--- config.mk ---
export PLATFORM = sky130hd
export DESIGN_NAME = crypto_dispatch_flat
export DESIGN_NICKNAME = d
export VERILOG_FILES = /design/src/rtl/crypto_dispatch_pkg.sv /design/src/rtl/crypto_dispatch_if.sv /design/src/rtl/crypto_dispatch_timer.sv /design/src/rtl/crypto_dispatch.sv /design/src/flat_wrapper.sv
export SDC_FILE = /design/constraint.sdc
export NUM_CORES = 1
export LEC_CHECK = 0
export CAP_MARGIN = 30
export CORE_ASPECT_RATIO = 1.25
export CORE_MARGIN = 2
export CORE_UTILIZATION = 45
export CTS_BUF_LIST = sky130_fd_sc_hd__clkbuf_8
export CTS_CLUSTER_SIZE = 20
export DETAILED_ROUTE_END_ITERATION = 10
export GPL_ROUTABILITY_DRIVEN = 0
export GPL_TIMING_DRIVEN = 0
export PLACE_DENSITY_LB_ADDON = 0.2
export SYNTH_ARGS = -nofsm -noshare
export SYNTH_HDL_FRONTEND = slang
export SYNTH_SLANG_ARGS = --single-unit
export TNS_END_PERCENT = 5
--- constraint.sdc ---
create_clock -name clk -period 1.9 [get_ports clk]
set_input_delay 0.19 -clock clk [delete_from_list [all_inputs] [get_ports clk]]
set_output_delay 0.19 -clock clk [all_outputs]
set_load 0.02 [all_outputs]
--- src/rtl/crypto_dispatch_pkg.sv ---
// Shared types and defaults for the crypto core dispatcher: FSM states, mode encodings,
// default start-pulse and timeout lengths.
package crypto_dispatch_pkg;

  typedef enum logic [2:0] {
    ST_IDLE,
    ST_CLR,
    ST_START,
    ST_WAIT,
    ST_RESP
  } state_t;

  localparam logic [1:0] MODE_ENC = 2'b01;
  localparam logic [1:0] MODE_DEC = 2'b10;

  localparam int DEF_BGN_CYCLES     = 10;
  localparam int DEF_TIMEOUT_CYCLES = 64;

  function automatic logic mode_valid(input logic [1:0] mode);
    return (mode == MODE_ENC) || (mode == MODE_DEC);
  endfunction

endpackage

--- src/rtl/crypto_dispatch_if.sv ---
// Request/response handshake bundle between a requester and the crypto dispatcher.
// Transfers happen on any rising edge where valid and ready are both high.
interface crypto_dispatch_if;
  logic        req_valid;
  logic        req_ready;
  logic [1:0]  req_mode;
  logic [15:0] req_key;
  logic [15:0] req_data;

  logic        rsp_valid;
  logic        rsp_ready;
  logic [15:0] rsp_data;
  logic [15:0] rsp_key;
  logic [1:0]  rsp_mode;
  logic        rsp_error;

  modport master (
    output req_valid, req_mode, req_key, req_data, rsp_ready,
    input  req_ready, rsp_valid, rsp_data, rsp_key, rsp_mode, rsp_error
  );

  modport slave (
    input  req_valid, req_mode, req_key, req_data, rsp_ready,
    output req_ready, rsp_valid, rsp_data, rsp_key, rsp_mode, rsp_error
  );
endinterface

--- src/rtl/crypto_dispatch_timer.sv ---
// Cycle counter: load clears, en advances, expire is high during the limit-th counted cycle.
// No backpressure; the count holds once expired until reloaded.
module crypto_dispatch_timer #(
  parameter int WIDTH = 7
) (
  input  logic             clk,
  input  logic             rst,
  input  logic             load,
  input  logic             en,
  input  logic [WIDTH-1:0] limit,
  output logic             expire
);

  logic [WIDTH-1:0] cnt;

  assign expire = (cnt == limit - WIDTH'(1));

  always_ff @(posedge clk) begin
    if (rst || load) begin
      cnt <= '0;
    end else if (en && !expire) begin
      cnt <= cnt + WIDTH'(1);
    end
  end

endmodule

--- src/rtl/crypto_dispatch.sv ---
// Dispatches one request at a time to a crypto core; latency 1 + BGN_CYCLES + core time + 1, invalid mode 1.
// req_ready only in IDLE; the response is held until rsp_ready, which stalls new requests.
module crypto_dispatch
  import crypto_dispatch_pkg::*;
#(
  parameter int BGN_CYCLES     = DEF_BGN_CYCLES,
  parameter int TIMEOUT_CYCLES = DEF_TIMEOUT_CYCLES
) (
  input  logic              clk,
  input  logic              rst,
  crypto_dispatch_if.slave  bus,
  output logic              core_rst_n,
  output logic              core_bgn,
  output logic [1:0]        core_mode,
  output logic [15:0]       core_key,
  output logic [15:0]       core_data,
  input  logic              core_done_data,
  input  logic              core_done_key,
  input  logic [15:0]       core_data_out,
  input  logic [15:0]       core_key_out,
  output logic [7:0]        op_count
);

  localparam int TMAX = (TIMEOUT_CYCLES > BGN_CYCLES) ? TIMEOUT_CYCLES : BGN_CYCLES;
  localparam int TW   = $clog2(TMAX + 1);

  state_t state, state_nxt;
  logic   flag_data, flag_key;
  logic   done_all;
  logic   bgn_exp, tmo_exp;
  logic   timers_load, bgn_en, tmo_en;

  // A done strobe in the current cycle counts, so completion beats a same-cycle timeout.
  assign done_all    = (flag_data | core_done_data) & (flag_key | core_done_key);
  assign timers_load = (state == ST_CLR);
  assign bgn_en      = (state == ST_START);
  assign tmo_en      = (state == ST_START) || (state == ST_WAIT);

  assign bus.req_ready = (state == ST_IDLE) && !rst;
  assign bus.rsp_valid = (state == ST_RESP);
  assign core_bgn      = (state == ST_START);

  crypto_dispatch_timer #(.WIDTH(TW)) u_bgn_timer (
    .clk    (clk),
    .rst    (rst),
    .load   (timers_load),
    .en     (bgn_en),
    .limit  (TW'(BGN_CYCLES)),
    .expire (bgn_exp)
  );

  crypto_dispatch_timer #(.WIDTH(TW)) u_tmo_timer (
    .clk    (clk),
    .rst    (rst),
    .load   (timers_load),
    .en     (tmo_en),
    .limit  (TW'(TIMEOUT_CYCLES)),
    .expire (tmo_exp)
  );

  always_ff @(posedge clk) begin
    if (rst) state <= ST_IDLE;
    else     state <= state_nxt;
  end

  always_comb begin
    state_nxt = state;
    case (state)
      ST_IDLE:  if (bus.req_valid) state_nxt = mode_valid(bus.req_mode) ? ST_CLR : ST_RESP;
      ST_CLR:   state_nxt = ST_START;
      ST_START: if (bgn_exp) state_nxt = ST_WAIT;
      ST_WAIT:  if (done_all || tmo_exp) state_nxt = ST_RESP;
      ST_RESP:  if (bus.rsp_ready) state_nxt = ST_IDLE;
      default:  state_nxt = ST_IDLE;
    endcase
  end

  always_ff @(posedge clk) begin
    if (rst) begin
      core_rst_n    <= 1'b0;
      core_mode     <= '0;
      core_key      <= '0;
      core_data     <= '0;
      bus.rsp_data  <= '0;
      bus.rsp_key   <= '0;
      bus.rsp_mode  <= '0;
      bus.rsp_error <= 1'b0;
      flag_data     <= 1'b0;
      flag_key      <= 1'b0;
      op_count      <= '0;
    end else begin
      // Registered so the core sees a clean one-cycle low exactly while in CLR.
      core_rst_n <= (state_nxt != ST_CLR);
      case (state)
        ST_IDLE: begin
          if (bus.req_valid) begin
            core_mode     <= bus.req_mode;
            core_key      <= bus.req_key;
            core_data     <= bus.req_data;
            bus.rsp_mode  <= bus.req_mode;
            bus.rsp_data  <= '0;
            bus.rsp_key   <= '0;
            bus.rsp_error <= !mode_valid(bus.req_mode);
            flag_data     <= 1'b0;
            flag_key      <= 1'b0;
          end
        end
        ST_START, ST_WAIT: begin
          if (core_done_data) begin
            bus.rsp_data <= core_data_out;
            flag_data    <= 1'b1;
          end
          if (core_done_key) begin
            bus.rsp_key <= core_key_out;
            flag_key    <= 1'b1;
          end
          if ((state == ST_WAIT) && tmo_exp && !done_all) begin
            bus.rsp_error <= 1'b1;
          end
        end
        ST_RESP: begin
          if (bus.rsp_ready) op_count <= op_count + 8'd1;
        end
        default: ;
      endcase
    end
  end

endmodule
--- src/flat_wrapper.sv ---
// flat-port wrapper written by rule: the top's interface ports become plain ports
module crypto_dispatch_flat import crypto_dispatch_pkg::*;
#(
  parameter int BGN_CYCLES     = DEF_BGN_CYCLES,
  parameter int TIMEOUT_CYCLES = DEF_TIMEOUT_CYCLES
)
  (clk, rst, core_rst_n, core_bgn, core_mode, core_key, core_data, core_done_data, core_done_key, core_data_out, core_key_out, op_count, bus_req_valid, bus_req_mode, bus_req_key, bus_req_data, bus_rsp_ready, bus_req_ready, bus_rsp_valid, bus_rsp_data, bus_rsp_key, bus_rsp_mode, bus_rsp_error);
  crypto_dispatch_if bus_i ();
  input  logic clk;
  input  logic rst;
  output logic core_rst_n;
  output logic core_bgn;
  output logic [1:0] core_mode;
  output logic [15:0] core_key;
  output logic [15:0] core_data;
  input  logic core_done_data;
  input  logic core_done_key;
  input  logic [15:0] core_data_out;
  input  logic [15:0] core_key_out;
  output logic [7:0] op_count;
  input wire logic [$bits(bus_i.req_valid)-1:0] bus_req_valid;
  input wire logic [$bits(bus_i.req_mode)-1:0] bus_req_mode;
  input wire logic [$bits(bus_i.req_key)-1:0] bus_req_key;
  input wire logic [$bits(bus_i.req_data)-1:0] bus_req_data;
  input wire logic [$bits(bus_i.rsp_ready)-1:0] bus_rsp_ready;
  output wire logic [$bits(bus_i.req_ready)-1:0] bus_req_ready;
  output wire logic [$bits(bus_i.rsp_valid)-1:0] bus_rsp_valid;
  output wire logic [$bits(bus_i.rsp_data)-1:0] bus_rsp_data;
  output wire logic [$bits(bus_i.rsp_key)-1:0] bus_rsp_key;
  output wire logic [$bits(bus_i.rsp_mode)-1:0] bus_rsp_mode;
  output wire logic [$bits(bus_i.rsp_error)-1:0] bus_rsp_error;
  assign bus_i.req_valid = bus_req_valid;
  assign bus_i.req_mode = bus_req_mode;
  assign bus_i.req_key = bus_req_key;
  assign bus_i.req_data = bus_req_data;
  assign bus_i.rsp_ready = bus_rsp_ready;
  assign bus_req_ready = bus_i.req_ready;
  assign bus_rsp_valid = bus_i.rsp_valid;
  assign bus_rsp_data = bus_i.rsp_data;
  assign bus_rsp_key = bus_i.rsp_key;
  assign bus_rsp_mode = bus_i.rsp_mode;
  assign bus_rsp_error = bus_i.rsp_error;
  crypto_dispatch #(.BGN_CYCLES(BGN_CYCLES), .TIMEOUT_CYCLES(TIMEOUT_CYCLES)) u_core (.clk(clk), .rst(rst), .bus(bus_i), .core_rst_n(core_rst_n), .core_bgn(core_bgn), .core_mode(core_mode), .core_key(core_key), .core_data(core_data), .core_done_data(core_done_data), .core_done_key(core_done_key), .core_data_out(core_data_out), .core_key_out(core_key_out), .op_count(op_count));
endmodule
==> flow_summary.json <==
{
  "crit_required_ns": 1.71,
  "finalPower_mw": 4.032,
  "powerDensity_nw_per_um2": 705.5,
  "grt_usage_pct": 24.06,
  "cts_tree": "done",
  "rsz0062_at_grt": "yes",
  "min_period_ns": 1.904,
  "die_area_um2": 9394,
  "path_clk_slew_ns": 0.09,
  "wl_per_cell_um": 15.46,
  "io_buffers": 151,
  "vias": 3982,
  "regToRegEndpoint": "u_core.core_mode[1]",
  "status": "complete, but fails checks",
  "start_kind": "flip-flop",
  "grt_pass1_vias": 3837,
  "final_cell_mix": "clkdlybuf4s50_1 (148), nand2_1 (109), dfxtp_1 (94)",
  "synth_edf_count": 0,
  "end_kind": "output port",
  "h-tree-depth": 3,
  "fill_cells": 687,
  "start_util_pct": 46.87,
  "crit_fanout": 10,
  "die_w_um": 87.09,
  "die_y_um": 107.9,
  "fin_crit_sh_pct": 100.2,
  "core_um2": 8287,
  "violations": "negative setup slack",
  "placed_area_um2": 5517,
  "r2r_start": "u_core.state[1]",
  "hp-start": "rst",
  "synth-seq-cells": 95,
  "maxCapViolCount": 0,
  "n_antenna_cell": 0,
  "final_common_cell": "clkdlybuf4s50_1",
  "cts.sinks": 95,
  "skew_ns": 0.008677,
  "ys_types": 46,
  "cts_buffers": 9,
  "synth_warnings": 0,
  "clock_latency_ns": 0.35,
  "setup_viol": 1,
  "dp_cells": 721,
  "syn_nets": 549,
  "relSlewSlack_pct": 56.59,
  "async_flop_share_pct": 0,
  "pre_cts_slack_ns": -0.07119,
  "overflow": 0,
  "ant_nets": 0,
  "antenna_found_initial": 0,
  "dp_hpwl_um": 8507,
  "synthToLayoutAreaGrowth_pct": 47.16,
  "firstDrtPassIters": 4,
  "grt_max_degree": 18,
  "max_freq_mhz": 525.2,
  "synth_top_flop_cell": "dfxtp_1",
  "postCtsHoldBufs": 0,
  "wirelength_um": 11390,
  "irDropWorstVdd_uv": 400.7,
  "p_leak_nw": 1.981,
  "stdcell_count": 737,
  "nets": 711,
  "yosysSeqAreaShare_pct": 48.97,
  "hold_viol": 0,
  "drc_errors": 0,
  "worstPathArrival_ns": 1.71,
  "via_per_inst": 5.403,
  "holdPathStages": 2,
  "cts.path.max_buffers": 2,
  "worst_pin_slew_ns": 0.6421,
  "avgSynthCellArea_um2": 8.211,
  "clock-root-buffer": "clkbuf_8",
  "drtIter0Drc": 166,
  "crit_type": "reg2out",
  "synthCells": 473,
  "finalInstanceArea_um2": 5715,
  "worstHoldPathType": "in2reg",
  "r2r_cells": 6,
  "rows": 37,
  "slew_viol_final": 0,
  "worstHoldEndpoint": "u_core.core_rst_n",
  "io-pin-count": 153,
  "synth_area_um2": 3884,
  "setup_slack_ns": -0.004058,
  "grt_first_pass_wirelength_um": 18010,
  "reg2reg_setup_slack_ns": 0.02,
  "drive_gt1_share_pct": 6.250
}
## where the power goes
group	leakage, nW	internal [mW]	total [mW]	switching [mW]
clock	0.0985	0.534	1.28	0.748
sequential	0.772	2.05	2.09	0.0382
combinational	1.11	0.326	0.657	0.331
## area by class of cell
cell class | count | area [µm²] | share of cell area (%)
flip-flops and latches | 95 | 1903 | 33.30
clock buffers | 10 | 137.6 | 2.408
inverters | 11 | 41.29 | 0.7224
multi-input cells | 329 | 1769 | 30.95
well taps | 97 | 121.4 | 2.123
repair buffers | 151 | 1506 | 26.36
clock inverters | 6 | 48.80 | 0.8538
plain buffers | 38 | 187.7 | 3.284
## per-stage QoR
stage | hold WS (ns) | TNS (ns) | util [%]
2_1_floorplan | 0.3260 | 0 | -
3_3_place_gp | 0.4416 | -1.728 | 66.57
3_5_place_dp | 0.4461 | -1.769 | 66.57
4_1_cts | 0.2674 | -0.01026 | 68.93
5_1_grt | 0.2920 | -1.578 | 68.97
6_report | 0.2805 | -0.004058 | 68.97
## cells by family after synthesis
kind of cell / Yosys count / synth area share (%)
AOI/OAI and AO/OA: 112 / 15.92
DFF: 95 / 48.97
and+or+nand+nor: 204 / 25.71
adders and majority gates: 4 / 1.289
buffers and inverters: 49 / 5.864
xor gates and xnor gates: 2 / 0.4511
muxes: 7 / 1.804
## how the worst max path moves through the flow
stage | slack, ns | to | startpoint
2_1_floorplan | 0.37 | bus_req_ready | u_core.state[1]
3_3_place_gp | -0.07 | u_core.core_data[9] | bus_req_valid
3_5_place_dp | -0.07 | u_core.core_mode[1] | bus_req_valid
4_1_cts | -0.01 | core_bgn | u_core.state[1]
5_1_grt | -0.12 | u_core.core_data[5] | u_core.state[1]
6_report | -0.004 | bus_rsp_valid | u_core.state[2]
## critical path: stages, from the launching register on
cell,delay (ns)
dfxtp_2,0.41
clkbuf_2,0.25
inv_1,0.11
nor3_1,0.21
dlygate4sd2_1,0.37
## layer usage
layer | GRT usage (%) | wire, µm | vias up
met5 | 0 | 0 | -
met2 | 44.27 | 5984 | 129
met3 | 4.218 | 650 | 17
met1 | 27.43 | 4527 | 1871
met4 | 8.462 | 228 | 0
li1 | - | - | 1965
## cell usage after synthesis (all sizes together) (2+ instances only)
cell	instances	area, µm²
nand2	109	409.1
dfxtp	95	1902
a21oi	85	432.9
nand3	45	225.2
clkbuf	21	78.83
buf	17	107.6
inv	10	37.54
nand3b	9	67.56
mux2i	7	70.07
o21ai	7	35.03
o31ai	7	52.55
or4	7	52.55
nor2	5	18.77
a211oi	4	30.03
and3b	4	35.03
ha	4	50.05
or3	4	25.02
nand4b	3	26.28
nand2b	2	12.51
nand4	2	12.51
nor3	2	10.01
nor4b	2	17.52
o211ai	2	15.01
o22ai	2	12.51
or3b	2	17.52
## registers in the layout, indices dropped and copies added, names as in the netlist, 3 cells and up
signal	count
u_core.state	3
u_core.u_bgn_timer.cnt	7
u_core.op_count	8
u_core.bus.rsp_key	16
u_core.core_data	16
u_core.bus.rsp_data	16
u_core.u_tmo_timer.cnt	7
u_core.core_key	16
## timing repair
item | CTS | global route
gates resized for setup | 10 | 2
setup buffers | 0 | 0
endpoints found under the hold margin | 0 | 0
endpoints found under the setup margin | 3 | 21
No activity file was read; power rests on OpenSTA's default activity.
